### config.mk
export PLATFORM = sky130hd
export DESIGN_NAME = arbitro_memoria_datos
export DESIGN_NICKNAME = d
export VERILOG_FILES = /design/src/rtl/arbitro_memoria_datos.sv
export SDC_FILE = /design/constraint.sdc
export NUM_CORES = 1
export LEC_CHECK = 0
export CAP_MARGIN = 15
export CELL_PAD_IN_SITES_DETAIL_PLACEMENT = 0
export CELL_PAD_IN_SITES_GLOBAL_PLACEMENT = 2
export CORE_UTILIZATION = 23
export DETAILED_ROUTE_END_ITERATION = 8
export PLACE_DENSITY_LB_ADDON = 0.1
export SLEW_MARGIN = 20
export SYNTH_ARGS = -nofsm -noshare
export SYNTH_HDL_FRONTEND = slang
export SYNTH_SLANG_ARGS = --single-unit
### constraint.sdc
create_clock -name clk -period 5.1 [get_ports clk]
set_input_delay 1.02 -clock clk [delete_from_list [all_inputs] [get_ports clk]]
set_output_delay 1.02 -clock clk [all_outputs]
set_load 0.01 [all_outputs]
### src/rtl/arbitro_memoria_datos.sv
// Two-port arbiter/sequencer in front of the single-port data memory.
// Port 0 is the CPU MEM stage, port 1 the loader/DMA path; one transaction every three cycles.
module arbitro_memoria_datos #(
    parameter int ANCHO_DIR      = 32,
    parameter int ANCHO_DATO     = 32,
    parameter int PRIORIDAD_FIJA = 0
) (
    input  logic                  clk,
    input  logic                  reset,
    input  logic                  req0,
    input  logic                  escribir0,
    input  logic [ANCHO_DIR-1:0]  direccion0,
    input  logic [ANCHO_DATO-1:0] dato_escribir0,
    output logic                  ack0,
    output logic [ANCHO_DATO-1:0] dato_leer0,
    input  logic                  req1,
    input  logic                  escribir1,
    input  logic [ANCHO_DIR-1:0]  direccion1,
    input  logic [ANCHO_DATO-1:0] dato_escribir1,
    output logic                  ack1,
    output logic [ANCHO_DATO-1:0] dato_leer1,
    output logic                  mem_escribir,
    output logic                  mem_leer,
    output logic [ANCHO_DIR-1:0]  mem_direccion,
    output logic [ANCHO_DATO-1:0] mem_dato_escribir,
    input  logic [ANCHO_DATO-1:0] mem_dato_leer,
    output logic                  ocupado,
    output logic [15:0]           contador_tx
);

    typedef enum logic [2:0] {
        INACTIVO,
        SERVIR0,
        SERVIR1,
        RESP0,
        RESP1
    } estado_t;

    estado_t               estado;
    logic                  ultimo;       // port served last: 1 after reset so port 0 wins the first tie
    logic                  op_escribir;
    logic [ANCHO_DIR-1:0]  op_dir;
    logic [ANCHO_DATO-1:0] op_dato;
    logic                  conceder0;
    logic                  sirviendo;

    assign conceder0 = req0 && (!req1 || (PRIORIDAD_FIJA != 0) || ultimo);
    assign sirviendo = (estado == SERVIR0) || (estado == SERVIR1);
    assign ocupado   = (estado != INACTIVO);

    // NOTE: every output of this block must be given a default before the branches,
    // otherwise a missing path holds its old value and synthesis infers a latch.
    always_comb begin
        mem_escribir      = 1'b0;
        mem_leer          = 1'b0;
        mem_direccion     = '0;
        mem_dato_escribir = '0;
        if (sirviendo) begin
            mem_direccion = op_dir;
            if (op_escribir) begin
                mem_escribir      = 1'b1;
                mem_dato_escribir = op_dato;
            end else begin
                mem_leer = 1'b1;
            end
        end
    end

    // NOTE: state registers use non-blocking assignments so every register samples
    // the pre-edge values; blocking here would create order-dependent simulation.
    always_ff @(posedge clk or posedge reset) begin
        if (reset) begin
            estado      <= INACTIVO;
            ultimo      <= 1'b1;
            op_escribir <= 1'b0;
            op_dir      <= '0;
            op_dato     <= '0;
            ack0        <= 1'b0;
            ack1        <= 1'b0;
            dato_leer0  <= '0;
            dato_leer1  <= '0;
            contador_tx <= '0;
        end else begin
            case (estado)
                INACTIVO: begin
                    if (conceder0) begin
                        estado      <= SERVIR0;
                        op_escribir <= escribir0;
                        op_dir      <= direccion0;
                        op_dato     <= dato_escribir0;
                    end else if (req1) begin
                        estado      <= SERVIR1;
                        op_escribir <= escribir1;
                        op_dir      <= direccion1;
                        op_dato     <= dato_escribir1;
                    end
                end
                SERVIR0: begin
                    estado      <= RESP0;
                    ack0        <= 1'b1;
                    ultimo      <= 1'b0;
                    contador_tx <= contador_tx + 16'd1;
                    if (!op_escribir) begin
                        dato_leer0 <= mem_dato_leer;
                    end
                end
                SERVIR1: begin
                    estado      <= RESP1;
                    ack1        <= 1'b1;
                    ultimo      <= 1'b1;
                    contador_tx <= contador_tx + 16'd1;
                    if (!op_escribir) begin
                        dato_leer1 <= mem_dato_leer;
                    end
                end
                RESP0: begin
                    ack0   <= 1'b0;
                    estado <= INACTIVO;
                end
                RESP1: begin
                    ack1   <= 1'b0;
                    estado <= INACTIVO;
                end
                default: estado <= INACTIVO;
            endcase
        end
    end

endmodule

Word-level counts from Yosys, hierarchy flattened
Index checks and enable logic that the tools add are counted.
{"block": "totals", "reg_bits": 151, "inputBits": 166}
{"block": "op_classes", "addsub": 1, "eq_ne": 5, "mux": 19, "bitwise": 1, "reduce_logical": 14}
{"operator": "$mux 32", "count": 7}
{"operator": "$add 16x1->16 const B", "count": 1}
{"operator": "$pmux 3 s3", "count": 1}
{"operator": "$reduce_bool 2->1", "count": 4}
{"operator": "$eq 3x2->1 const B", "count": 2}
{"operator": "$mux 1", "count": 6}
{"operator": "$mux 3", "count": 2}
{"operator": "$pmux 1 s2", "count": 3}
{"operator": "$reduce_and 2->1", "count": 3}
{"operator": "$eq 3x1->1 const B", "count": 1}
{"operator": "$eq 3x3->1 const B", "count": 1}
{"operator": "$logic_not 3->1", "count": 1}
{"operator": "$ne 3x3->1 const B", "count": 1}
{"operator": "$reduce_bool 3->1", "count": 1}
{"operator": "$logic_or 1x1->1", "count": 2}
{"operator": "$reduce_or 2->1", "count": 1}
{"operator": "$logic_and 1x1->1", "count": 1}
{"operator": "$logic_not 1->1", "count": 1}
{"operator": "$not 1->1", "count": 1}

Longest topological paths before layout
Gate-level depths: netlist of run 1.
{"block": "logic_depth", "depth_word": 5, "mapped_depth": 7, "mapped_depth_nobuf": 5}

Worst setup path after synthesis of run 1
OpenSTA, ideal clock, no wires.
{"block": "synth_timing", "path_type": "reg-to-output", "start": "register estado[0]", "end": "output port mem_direccion[13]", "t_arrival_ps": 1445, "required_ps": 4080, "setup_slack_ps": 2635, "stages_incl_launch_ff": 7, "cell_sequence": "dfrtp_1 -> buf_4 -> xnor2_1 -> nor2_1 -> buf_4 -> clkbuf_1 -> and2_1"}
{"block": "synth_via", "elab_chain_len": 3, "elab_cells_between_ends": 4, "cone_classes": "eq/ne (2); mux (1); reduce/logical (1)"}
{"item": "start, declared", "line_no": "39", "source": "estado_t estado;"}
{"item": "start signal, assigned", "line_no": "73", "source": "estado <= INACTIVO;"}
{"item": "start signal, assigned", "line_no": "87", "source": "estado <= SERVIR0;"}
{"item": "start signal, assigned", "line_no": "92", "source": "estado <= SERVIR1;"}
{"item": "$eq 3x1->1 / $eq 3x2->1 (equally long branches)", "line_no": "48", "source": "assign sirviendo = (estado == SERVIR0) || (estado == SERVIR1);"}
{"item": "$logic_or 1x1->1 *", "line_no": "48"}
{"item": "$mux 32 *", "line_no": "58", "source": "if (sirviendo) begin"}
{"item": "end, declared", "line_no": "24", "source": "output logic [ANCHO_DIR-1:0] mem_direccion,"}
Every way passes the cells marked *; elsewhere a longest branch is shown, timed or not.

Worst setup path in the final report of run 1
{"block": "layout_timing", "start": "register estado[1]", "end": "output port mem_dato_escribir[21]"}
{"block": "layout_via", "elab_chain_len": 3, "elab_cells_between_ends": 4, "cone_classes": "eq/ne (2); mux (1); reduce/logical (1)"}
{"item": "$eq 3x1->1 / $eq 3x2->1 (equally long branches)", "line_no": "48"}
{"item": "$logic_or 1x1->1 *", "line_no": "48"}
{"item": "$mux 32 *", "line_no": "58"}
{"item": "end, declared", "line_no": "25", "source": "output logic [ANCHO_DATO-1:0] mem_dato_escribir,"}
Marks and branches as above.

==> metrics, run 1 <==
delay-heaviest family, CP=buffers and inverters; Sw Share=35.94%; share of the synthesized area in the top cell type=54.08%; Routed WL=20980 um; DRT iter0 DRCs=212; initial antenna violation count=0; yosys synthesis warning count=0; GRT overflow=0; DR vias=5372; gp weighted congestion=0.7344; area leader, netlist=dfrtp_1; EDFF count, synth=0; number of standard cells after synthesis=585; leakage=0.004611 uW; relative slew slack=34.47%; Ports=315; sequential power share=31.2%; share of layout cells above drive strength 1=15.40%; GR Util All Layers=13.73%; first-pass GRT wire length=32540 um; Combinational Power Share=50.3%; internal power=4437 uW; pin count of the biggest net entering global routing=87; Core ar.=29640 um^2; Switch Pwr=2489 uW; worst path bufs/invs=2; worst vdd ir=0.2481 mV; Clock Tree Root=clkbuf_16; Post-Syn Area=6940 um^2; clock tree buffer depth=2; Placed Instances=1254; CTS tree=done; asr flop ratio synth=100.0%; final hold violations=0; setup bufs post-CTS=0; Post-Layout Cell Count=1286; DR pass1 iterations=4; final core occ=37.10%; Max Fclk=264.8 MHz; cts bufs inserted=17; GR Util met2=21.84%; crit-path cells=xnor2_1 > nor2_4 > buf_4 > and3_1 > clkdlybuf4s50_1; number of nets still failing antenna checks after routing=0; Fin Setup TNS=0 ns; CP Capture Type=primary output; worst reg2reg setup slack=2.92 ns; largest cells by area after synthesis=dfrtp_1, mux2_2, mux2i_1; gr busiest metal=met2; Worst EP arrival=2.76 ns; clock latency on the worst-skew pair=0.42 ns; top_reg_cell synth=dfrtp_1; sequential area share after synthesis=54.46%; CP max stage delay=0.55 ns; Final period util=74.06%; met1 Use GR=17.50%; Final WS setup=1.323 ns; post-DR vias/cell=4.177; Synth Register Bits=151; CP Max Fanout=52; DR WL/cell=16.32 um; Req. time, crit path=4.08 ns; RSZ-0062 raised after global routing=no; Die Y=175.7 um; endpoints failing setup=0; row cnt=63; Mean Syn Cell Area=11.86 um^2; Post-DP HPWL=15070 um; overall power=6926 uW; dpl ws=1.720 ns; post_cts resized=0; Power Dens Cells=629.9 nW/um^2; Crit Path Category=register to primary output; diode count=0; Die X=175.7 um; vias in the first global route=5745; # DRC=0; Port Buffers=314; synthesis-to-finish area growth=58.43%; post-route minimum period=3.777 ns; met3 Track Usage GR=4.719%; maxcap violations=0; # hold bufs at CTS=0; clk slew on worst S/H paths=0.07 ns; slew at the pin closest to its max-slew limit=0.9830 ns; clk sinks=151; status=complete, no violations; starting density of the core=23.42%; top-count cell post-synth=dfrtp_1; CP max-delay cell=clkdlybuf4s50_1; Synth Net Count=752; Layout Nets=1050; Clk network pwr share=18.5%; type of origin of the critical path=register; CTS H-Tree Depth=4; HP Class=register to register; clock skew=0.01182 ns; Max Slew Vio Count=0; Post-synth top cells=dfrtp_1, nor2_1, mux2i_1; die area=30870 um^2; Yosys cell types=31
==> area by class of cell <==
cell class	count	area [um^2]
Fill cell	2964	18640
Clock buffer	18	439.2
Inverter	4	20.02
Tap cell	390	488.0
Multi-Input combinational cell	388	2890
Clock inverter	14	156.4
Sequential cell	151	3781
Timing Repair Buffer	321	3221
==> metrics by stage <==
| stage | hold slack [ns] | area (um^2) |
|---|---|---|
| after floorplan | 0.4795 | 6940 |
| final | 0.4868 | 11000 |
| after global placement | 0.4631 | 10400 |
| after global routing | 0.4977 | 11000 |
| after CTS | 0.4891 | 10990 |
| after detailed placement | 0.4787 | 10400 |
==> worst paths after layout <==
path / start / to / cells past startpoint
max in group asynchronous: reset / op_escribir / 3
max reg2reg: estado[1] / op_dato[28] / 5
min reg2reg: contador_tx[15] / contador_tx[15] / 1
min in group asynchronous: reset / dato_leer1[8] / 2
max: estado[1] / mem_dato_escribir[21] / 5
min: contador_tx[15] / contador_tx[15] / 1
==> cells in the final DEF (no fill, tap or decap), drive strengths merged <==
cell type / n
o21ai: 6
xor2: 2
clkbuf: 18
nor2b: 1
dfrtp: 150
xnor2: 14
clkinv: 4
or2: 1
nand3: 6
and3: 33
nand4: 5
a211oi: 1
and4: 1
dfstp: 1
or3: 1
clkinvlp: 2
inv: 11
a21oi: 67
bufinv: 1
buf: 7
nor2: 70
mux2i: 65
mux2: 65
clkdlybuf4s50: 314
ha: 1
nor3: 5
and2: 34
nand2: 10
==> sequential cells by signal (all words and copies together), names as in the netlist, 3 cells and up <==
register / flops
dato_leer1: 32
estado: 3
contador_tx: 16
op_dato: 32
dato_leer0: 32
op_dir: 32
==> cells by family (layout without fill, tap and decap cells) <==
family	Yosys count	count (layout)	synth area share, %
AND/OR/NAND/NOR	167	167	12.33
AO/OA/AOI/OAI	74	74	6.778
adder cells (fa/ha/maj)	1	1	0.1802
flip-flops	151	151	54.46
XOR/XNOR	16	16	2.019
buffers and inverters	46	357	4.309
multiplexers	130	130	19.92
==> power groups by stage <==
stage / Sequential (uW) / Clock, uW / Combinational [uW]
after global placement: 2180 / 0 / 3500
after floorplan: 2160 / 0 / 1770
after global routing: 2250 / 1390 / 3790
after detailed placement: 2180 / 0 / 3540
final: 2160 / 1280 / 3480
after CTS: 2170 / 1340 / 3560
==> worst reg2reg max path, cell delays in order (launching register included) <==
cell and delay, ns:
dfrtp_1 0.50, or3_4 0.45, nor2_4 0.12, buf_4 0.73
nor2_1 0.18, a21oi_2 0.14
==> per-layer routing <==
metal | share of wire [%] | vias up
li1 | - | 2616
met1 | 44 | 2521
met2 | 47 | 217
met3 | 8.2 | 18
met4 | 1.3 | 0
met5 | 0 | -
No activity file was read; power rests on OpenSTA's default activity.
==> run 2, diff against run 1 <==
- CORE_UTILIZATION: 23 -> 25
- clock period: 5.1 -> 3.5 ns (I/O delays scaled with it)
==> run 2 against run 1 <==
  * Clock skew increased by 0.00081 ns
  * Critical path depth is the same
  * Non-clock buffer count increased by 7
  * Worst setup slack got worse by 0.99 ns
  * Critical endpoint is now mem_dato_escribir[10]
  * Largest power group unchanged
==> metrics, run 2 (synthesis gave the netlist of run 1 again) <==
status=complete, no violations; DR pass1 iterations=4 (unchanged); commonest non-fill, non-tap cell in the layout=clkdlybuf4s50_1; relative slew slack=45.83% (+11 points); Port Buffers=314 (unchanged); share of layout cells above drive strength 1=15.84% (+0.43 points); worst vdd ir=0.4236 mV (+71%); Met1 Routed Length=9019 um (-2.3%); DR vias=5446 (+1.4%); CTS H-Tree Depth=4 (unchanged); Crit Path Category=register to primary output; setup bufs post-CTS=0 (unchanged); Routed WL=20570 um (-2.0%); worst reg2reg setup slack=1.55 ns (-1.37 ns); GRT overflow=0 (unchanged); initial antenna violation count=0 (unchanged); clock tree buffer depth=2 (unchanged); Core ar.=27100 um^2 (-8.6%); Ports=315 (unchanged); most frequent cells in the layout=clkdlybuf4s50_1, dfrtp_1, nor2_1, mux2i_1, mux2_2; Clock Tree Root=clkbuf_16; final core occ=40.83% (+3.7 points); CP Max Fanout=69 (+33%); post_cts resized=0 (unchanged); synthesis-to-finish area growth=59.44%; Die Y=168.6 um (-4.0%); Fin Setup TNS=0 ns (unchanged); Final period util=90.60%; final hold violations=0 (unchanged); vias in the first global route=5821 (+1.3%); final hold slack=0.4728 ns (-0.01399 ns); number of nets still failing antenna checks after routing=0 (unchanged); slew at the pin closest to its max-slew limit=0.8064 ns (-0.1766 ns); GR Util All Layers=14.73% (+1.0 points); post-DR vias/cell=4.271 (+2.3%); post-route minimum period=3.171 ns; clock skew=0.01263 ns (+0.0008086 ns); Max Slew Vio Count=0 (unchanged); Worst EP arrival=2.47 ns (-0.29 ns); Final WS setup=0.3290 ns (-0.9942 ns); # hold bufs at CTS=0 (unchanged); Post-DP HPWL=14950 um (-0.77%); maxcap violations=0 (unchanged); clk sinks=151 (unchanged); first-pass GRT wire length=32350 um (-0.59%); gp weighted congestion=0.7341 (about the same); DR top layer=met4; type of origin of the critical path=register; Placed Instances=1243 (-0.88%); cts bufs inserted=17 (unchanged); Post-Layout Cell Count=1275 (-0.86%); clock latency on the worst-skew pair=0.42 ns (about the same); Req. time, crit path=2.80 ns (-1.28 ns); CTS tree=done; CP Capture Type=primary output; row cnt=60 (-4.8%); pin count of the biggest net entering global routing=70 (-20%); Layout Nets=1057 (+0.67%); CP max stage delay=0.61 ns (+0.06 ns); met3 WL=1454 um (-16%); diode count=0 (unchanged); RSZ-0062 raised after global routing=no; crit-path cells=xnor2_1 > nor2_4 > buf_12 > and3_1 > clkdlybuf4s50_1; Max Fclk=315.4 MHz; Die X=168.6 um (-4.0%); DR WL met2=9730 um (-0.29%); Fill cells=2602 (-12%); CP max-delay cell=clkdlybuf4s50_1; die area=28430 um^2 (-7.9%); leakage=0.004647 uW (+0.79%); # DRC=0 (unchanged); starting density of the core=25.61% (+2.2 points); dpl ws=0.7887 ns (-0.9317 ns); DRT iter0 DRCs=213 (+0.47%); clk slew on worst S/H paths=0.07 ns (about the same); DR WL/cell=16.13 um (-1.1%); HP Class=register to register; endpoints failing setup=0 (unchanged); Power Dens Cells=914.7 nW/um^2 (+45%)
-- run 2: worst paths after layout --
path | from | to | depth (start not counted)
hold reg to reg | contador_tx[15] | contador_tx[15] | 1
setup / recovery | estado[1] | mem_dato_escribir[10] | 5
min in group asynchronous | reset | contador_tx[15] | 2
setup reg to reg | estado[1] | contador_tx[11] | 4
max in group asynchronous | reset | op_dir[27] | 3
hold / removal | contador_tx[15] | contador_tx[15] | 1
-- run 2: per-layer routing --
layer,track usage [%],vias up
li1,-,2624
met1,18.40,2604
met2,23.98,198
met3,4.606,20
met4,5.138,0
met5,0,-
-- run 2: stage by stage --
stage	power (uW)	instance area, um^2
after floorplan	5730	6944
after global placement	8402	10500
after detailed placement	8470	10500
after CTS	10310	11070
after global routing	10830	11070
final	10120	11070
-- run 2: cell type report --
type / count / area [um^2] / share of cell area, %
tap: 372 / 465.4 / 4.206
inverter: 4 / 18.77 / 0.1696
timing repair buffer: 328 / 3348 / 30.26
multi-input combinational: 388 / 2890 / 26.12
clock inverter: 14 / 133.9 / 1.210
clock buffer: 18 / 429.2 / 3.878
sequential: 151 / 3780 / 34.16
-- run 2: critical path, delay by kind of cell (launching register included) --
kind,cells,cell delay (ns)
XOR/XNOR,1,0.22
AND/OR/NAND/NOR,2,0.35
buffers and inverters,2,0.86
flip-flops,1,0.55
-- run 2: power breakdown --
part | internal (uW) | switching (uW)
logic | 2930 | 2350
registers | 2580 | 487
clock network | 941 | 838
total | 6440 | 3680
==> run 3, diff against run 2 <==
- CORE_UTILIZATION: 25 -> 38
- DONT_BUFFER_PORTS: default -> 1
==> run 3 against run 2 <==
  * Critical path depth down 1
  * Combinational power down 47%
  * Maximum frequency up 1.0%
  * Routed wire length shrank 24%
  * Sequential power is 10% higher
  * Power fell by 20%
  * Flip-flop and latch count did not move
  * Largest power group is now registers
==> metrics, run 3 (synthesis gave the netlist of run 1 again) <==
status=complete, no violations; synthesis-to-finish area growth=11.14%; crit-path cells=xnor2_1 > nor2_4 > buf_4 > and3_1; number of nets still failing antenna checks after routing=0 (unchanged); clock skew=0.008058 ns (-0.004569 ns); clk sinks=151 (unchanged); cts bufs inserted=17 (unchanged); leakage=0.003445 uW (-26%); clock latency on the worst-skew pair=0.41 ns (about the same); # DRC=0 (unchanged); most frequent cells in the layout=dfrtp_1, nor2_1, mux2i_1, mux2_2, a21oi_1; setup bufs post-CTS=0 (unchanged); DRT iter0 DRCs=143 (-33%); GR Util All Layers=16.37% (+1.6 points); Max Slew Vio Count=0 (unchanged); Fin Setup TNS=0 ns (unchanged); Fill cells=1667 (-36%); CTS H-Tree Depth=4 (unchanged); starting density of the core=38.77% (+13 points); relative slew slack=43.10% (-2.7 points); CP Max Fanout=43 (-38%); Routed WL=15580 um (-24%); Post-DP HPWL=10960 um (-27%); slew at the pin closest to its max-slew limit=0.8515 ns (+0.04510 ns); Final period util=89.68% (-0.92 points); CP Capture Type=primary output; type of origin of the critical path=register; Power Dens Cells=1048 nW/um^2 (+15%); initial antenna violation count=0 (unchanged); DR WL/cell=19.12 um (+19%); Core ar.=17900 um^2 (-34%); endpoints failing setup=0 (unchanged); Worst EP arrival=2.44 ns (-0.03 ns); Die X=137.1 um (-19%); CTS tree=done; maxcap violations=0 (unchanged); HP Class=input pin to async pin; DR vias=4174 (-23%); pin count of the biggest net entering global routing=119 (+70%); Post-Layout Cell Count=815 (-36%); diode count=0 (unchanged); share of layout cells above drive strength 1=24.06% (+8.2 points); post_cts resized=0 (unchanged); clk slew on worst S/H paths=0.06 ns (about the same); gp weighted congestion=0.7384 (+0.59%); Port Buffers=0 (-100%); worst vdd ir=0.3921 mV (-7.4%); commonest non-fill, non-tap cell in the layout=dfrtp_1; reg-to-reg endpoint=contador_tx[1]; worst reg2reg path startpoint=estado[1]; post-route minimum period=3.139 ns (-0.03237 ns); worst reg2reg setup slack=1.30 ns (-0.25 ns); row cnt=49 (-18%); die area=18810 um^2 (-34%); RSZ-0062 raised after global routing=no; Placed Instances=783 (-37%); vias in the first global route=4229 (-27%); # hold bufs at CTS=0 (unchanged); Crit Path Category=register to primary output; first-pass GRT wire length=22860 um (-29%); Layout Nets=740 (-30%); final hold violations=0 (unchanged); DR pass1 iterations=5 (+1); Clock Tree Root=clkbuf_16; post-DR vias/cell=5.121 (+20%); Max Fclk=318.6 MHz (+1.0%); Req. time, crit path=2.80 ns (about the same); GRT overflow=0 (unchanged); R2R cell count=4 (unchanged); worst path bufs/invs=1 (-1); delay-heaviest family, CP=simple AND/OR/NAND/NOR gates; Die Y=137.1 um (-19%); clock tree buffer depth=2 (unchanged); CP max-delay cell=nor2_4; Ports=315 (unchanged); CP max stage delay=0.68 ns (+0.07 ns)
[run 3: changes by cell type in the layout (fill, tap and decap cells not counted), sizes merged]
cell / change
clkdlybuf4s50: -314
buf: -3
bufinv: +2
clkinvlp: -2
clkinv: +1
inv: -1
[run 3: metrics by stage]
step	util [%]	setup WS, ns	total power (uW)	area, um^2	hold WS, ns
after floorplan	-	0.8979	5730	6944	0.4795
after global placement	39.61	0.8412	6238	7091	0.4923
after detailed placement	39.61	0.7502	6306	7091	0.4957
after CTS	43.09	0.2860	8247	7714	0.2680
after global routing	43.09	0.1435	8715	7714	0.2721
final	43.09	0.3613	8086	7714	0.2623
[run 3: final cells by class]
cell class                 instances  area [um^2]  area share, %
tap                              229        286.5          3.715
clock buffer                      18        439.2          5.693
timing repair buffer              11        120.1          1.557
clock inverter                    14        183.9          2.384
inverter                           4        18.77         0.2433
sequential                       151         3780          49.00
multi-input combinational        388         2885          37.40
[run 3: how the worst max path moves through the flow]
stage,startpoint,endpoint,slack (ns),cells past startpoint
floorplan,reset,ack0,0.90,1
global placement,estado[1],mem_dato_escribir[7],0.84,4
detailed placement,estado[1],mem_dato_escribir[30],0.75,4
CTS,estado[1],mem_dato_escribir[30],0.29,4
global route,estado[1],mem_dato_escribir[11],0.14,4
finish,estado[1],mem_dato_escribir[14],0.36,4
[run 3: metal layers]
metal  part of all wire [%]  track usage (%)  routed length (um)  up-vias
li1                       -                -                   -     1991
met1                     40            19.79                6241     1968
met2                     51            27.08                7893      197
met3                    7.6            4.704                1181       18
met4                    1.7            7.021                 265        0
met5                      0                0                   0        -
[run 3: where the power goes]
part / switching [uW] / internal (uW) / total (uW) / leakage, uW
clock network: 792 / 1100 / 1900 / 0.000301
logic: 1640 / 1180 / 2820 / 0.00138
registers: 792 / 2580 / 3370 / 0.00176
==> RTL edit (settings of run 3) <==
Encoding of `estado_t`: now one-hot (5 bits for 5 values).
--- a/src/rtl/arbitro_memoria_datos.sv
+++ b/src/rtl/arbitro_memoria_datos.sv
@@ -28,12 +28,12 @@
     output logic [15:0]           contador_tx
 );
 
-    typedef enum logic [2:0] {
-        INACTIVO,
-        SERVIR0,
-        SERVIR1,
-        RESP0,
-        RESP1
+    typedef enum logic [4:0] {
+        INACTIVO = 5'b00001,
+        SERVIR0  = 5'b00010,
+        SERVIR1  = 5'b00100,
+        RESP0    = 5'b01000,
+        RESP1    = 5'b10000
     } estado_t;
 
     estado_t               estado;
Check against the original RTL: no difference found for any inputs over 4 cycles, from zero or initial values and one cycle with reset high; so few cycles prove little.
==> RTL edit against run 3 <==
  * The run now ends with design-rule violations left
  * Register-to-register slack got worse by 0.17 ns
  * Total power decreased by 9.7%
  * Sequential cell count increased by 2
  * Largest cell class unchanged
  * Setup slack improved by 0.095 ns
  * Wire length increased by 7.0%
  * Synthesized area decreased by 3.2%
  * Global-route usage increased by 1.5 points
  * Cell area decreased by 3.3%
==> RTL edit: results (changes against run 3) <==
- Number of global-route vias before repair: 4344 (+2.7%)
- Number of fill cells: 1623 (-2.6%)
- Drt drc: 4 (+4)
- Placer Congestion: 0.758 (+2.6%)
- Post-layout net count: 689 (-6.9%)
- Detailed Route Iter0 Violations: 463 (+220%)
- Worst path max stage delay: 0.46 ns (-0.22 ns)
- Part of the Yosys area used for sequential elements: 57.1% (+2.6 points)
- Slew HR: 58.8% (+16 points)
- HPWL Detailed: 11600 um (+5.7%)
- Crit-path slowest cell: or3_1
- Clock skew: 0.0112 ns (+0.00311 ns)
- Routed vias/inst: 5.68 (+11%)
- Per-cell routed wire length: 21.9 um (+15%)
- CP Data Arrival Time: 2.34 ns (-0.10 ns)
- Main area contributors after synthesis: dfrtp_1 (56%), a222oi_1 (9.7%), mux2_4 (6.5%)
- Failing checks: design-rule violations
- Mapped Cells: 529 (-9.6%)
- Synthesized net count: 696 (-7.4%)
- TritonRoute pass-1 iters: 9 (+4)
- Placed cells: 727 (-7.2%)
- GRT Resource Usage Total: 17.9% (+1.5 points)
- Total Routed Length: 16700 um (+7.0%)
- P_leak: 3.75 nW (+8.7%)
- Largest net degree at the start of global routing: 65 (-45%)
- Status: finished with violations
- Max VDD drop: 0.428 mV (+9.1%)
- Most frequent cells after synthesis: dfrtp_1 (151), inv_1 (71), a222oi_1 (65), and3_1 (38), mux2_2 (35)
## RTL edit: changes by cell type in the layout (fill, tap and decap cells not counted), moves of 29 or more
| cell | run 3 | this run |
|---|---|---|
| nor2_1 | 68 | 4 |
| inv_1 | 3 | 70 |
| a21oi_1 | 42 | 3 |
| mux2i_1 | 65 | 0 |
| mux2_4 | 0 | 29 |
| a222oi_1 | 0 | 65 |
## RTL edit: cell type report
type	instances	area (sq um)	share of cell area, %
inverter	71	270	3.62
clock buffer	18	429	5.76
clock inverter	14	113	1.51
sequential	153	3830	51.4
tap	225	282	3.78
multi-input combinational	265	2380	31.9
timing repair buffer	14	150	2.01
## RTL edit: worst paths after layout
path / depth (start not counted) / end / slack (ns)
worst min register to register: 2 / op_dir[27] / 0.48
worst max-delay path: 4 / mem_dato_escribir[19] / 0.46
worst max register to register: 5 / op_dir[7] / 1.13
max in group asynchronous: 3 / estado[0] / 2.40
min in group clk: 2 / op_dato[10] / 0.41
worst min-delay path: 1 / contador_tx[7] / 0.22
## RTL edit: logic make-up after synthesis
family	count (synthesis)	share of synthesized area, %
flip-flops	153	57.1
buffers and inverters	111	7.68
AND/OR/NAND/NOR	110	9.99
AO/OA/AOI/OAI	73	10.5
multiplexers	65	12.5
XOR/XNOR	16	2.09
adder cells (fa/ha/maj)	1	0.186
## RTL edit: layer usage
| layer | track usage (%) | part of all wire (%) | vias to the layer above |
|---|---|---|---|
| met4 | 7.49 | 1.3 | 0 |
| met3 | 6.01 | 9.1 | 17 |
| met5 | 0 | 0 | - |
| li1 | - | - | 1902 |
| met2 | 29.7 | 50 | 240 |
| met1 | 21.1 | 39 | 2157 |
## RTL edit: power breakdown
group	leakage [nW]	internal (mW)	switching, mW
logic	1.60	1.07	1.20
registers	1.89	2.59	0.760
clock network	0.256	0.922	0.755
total	3.75	4.58	2.72
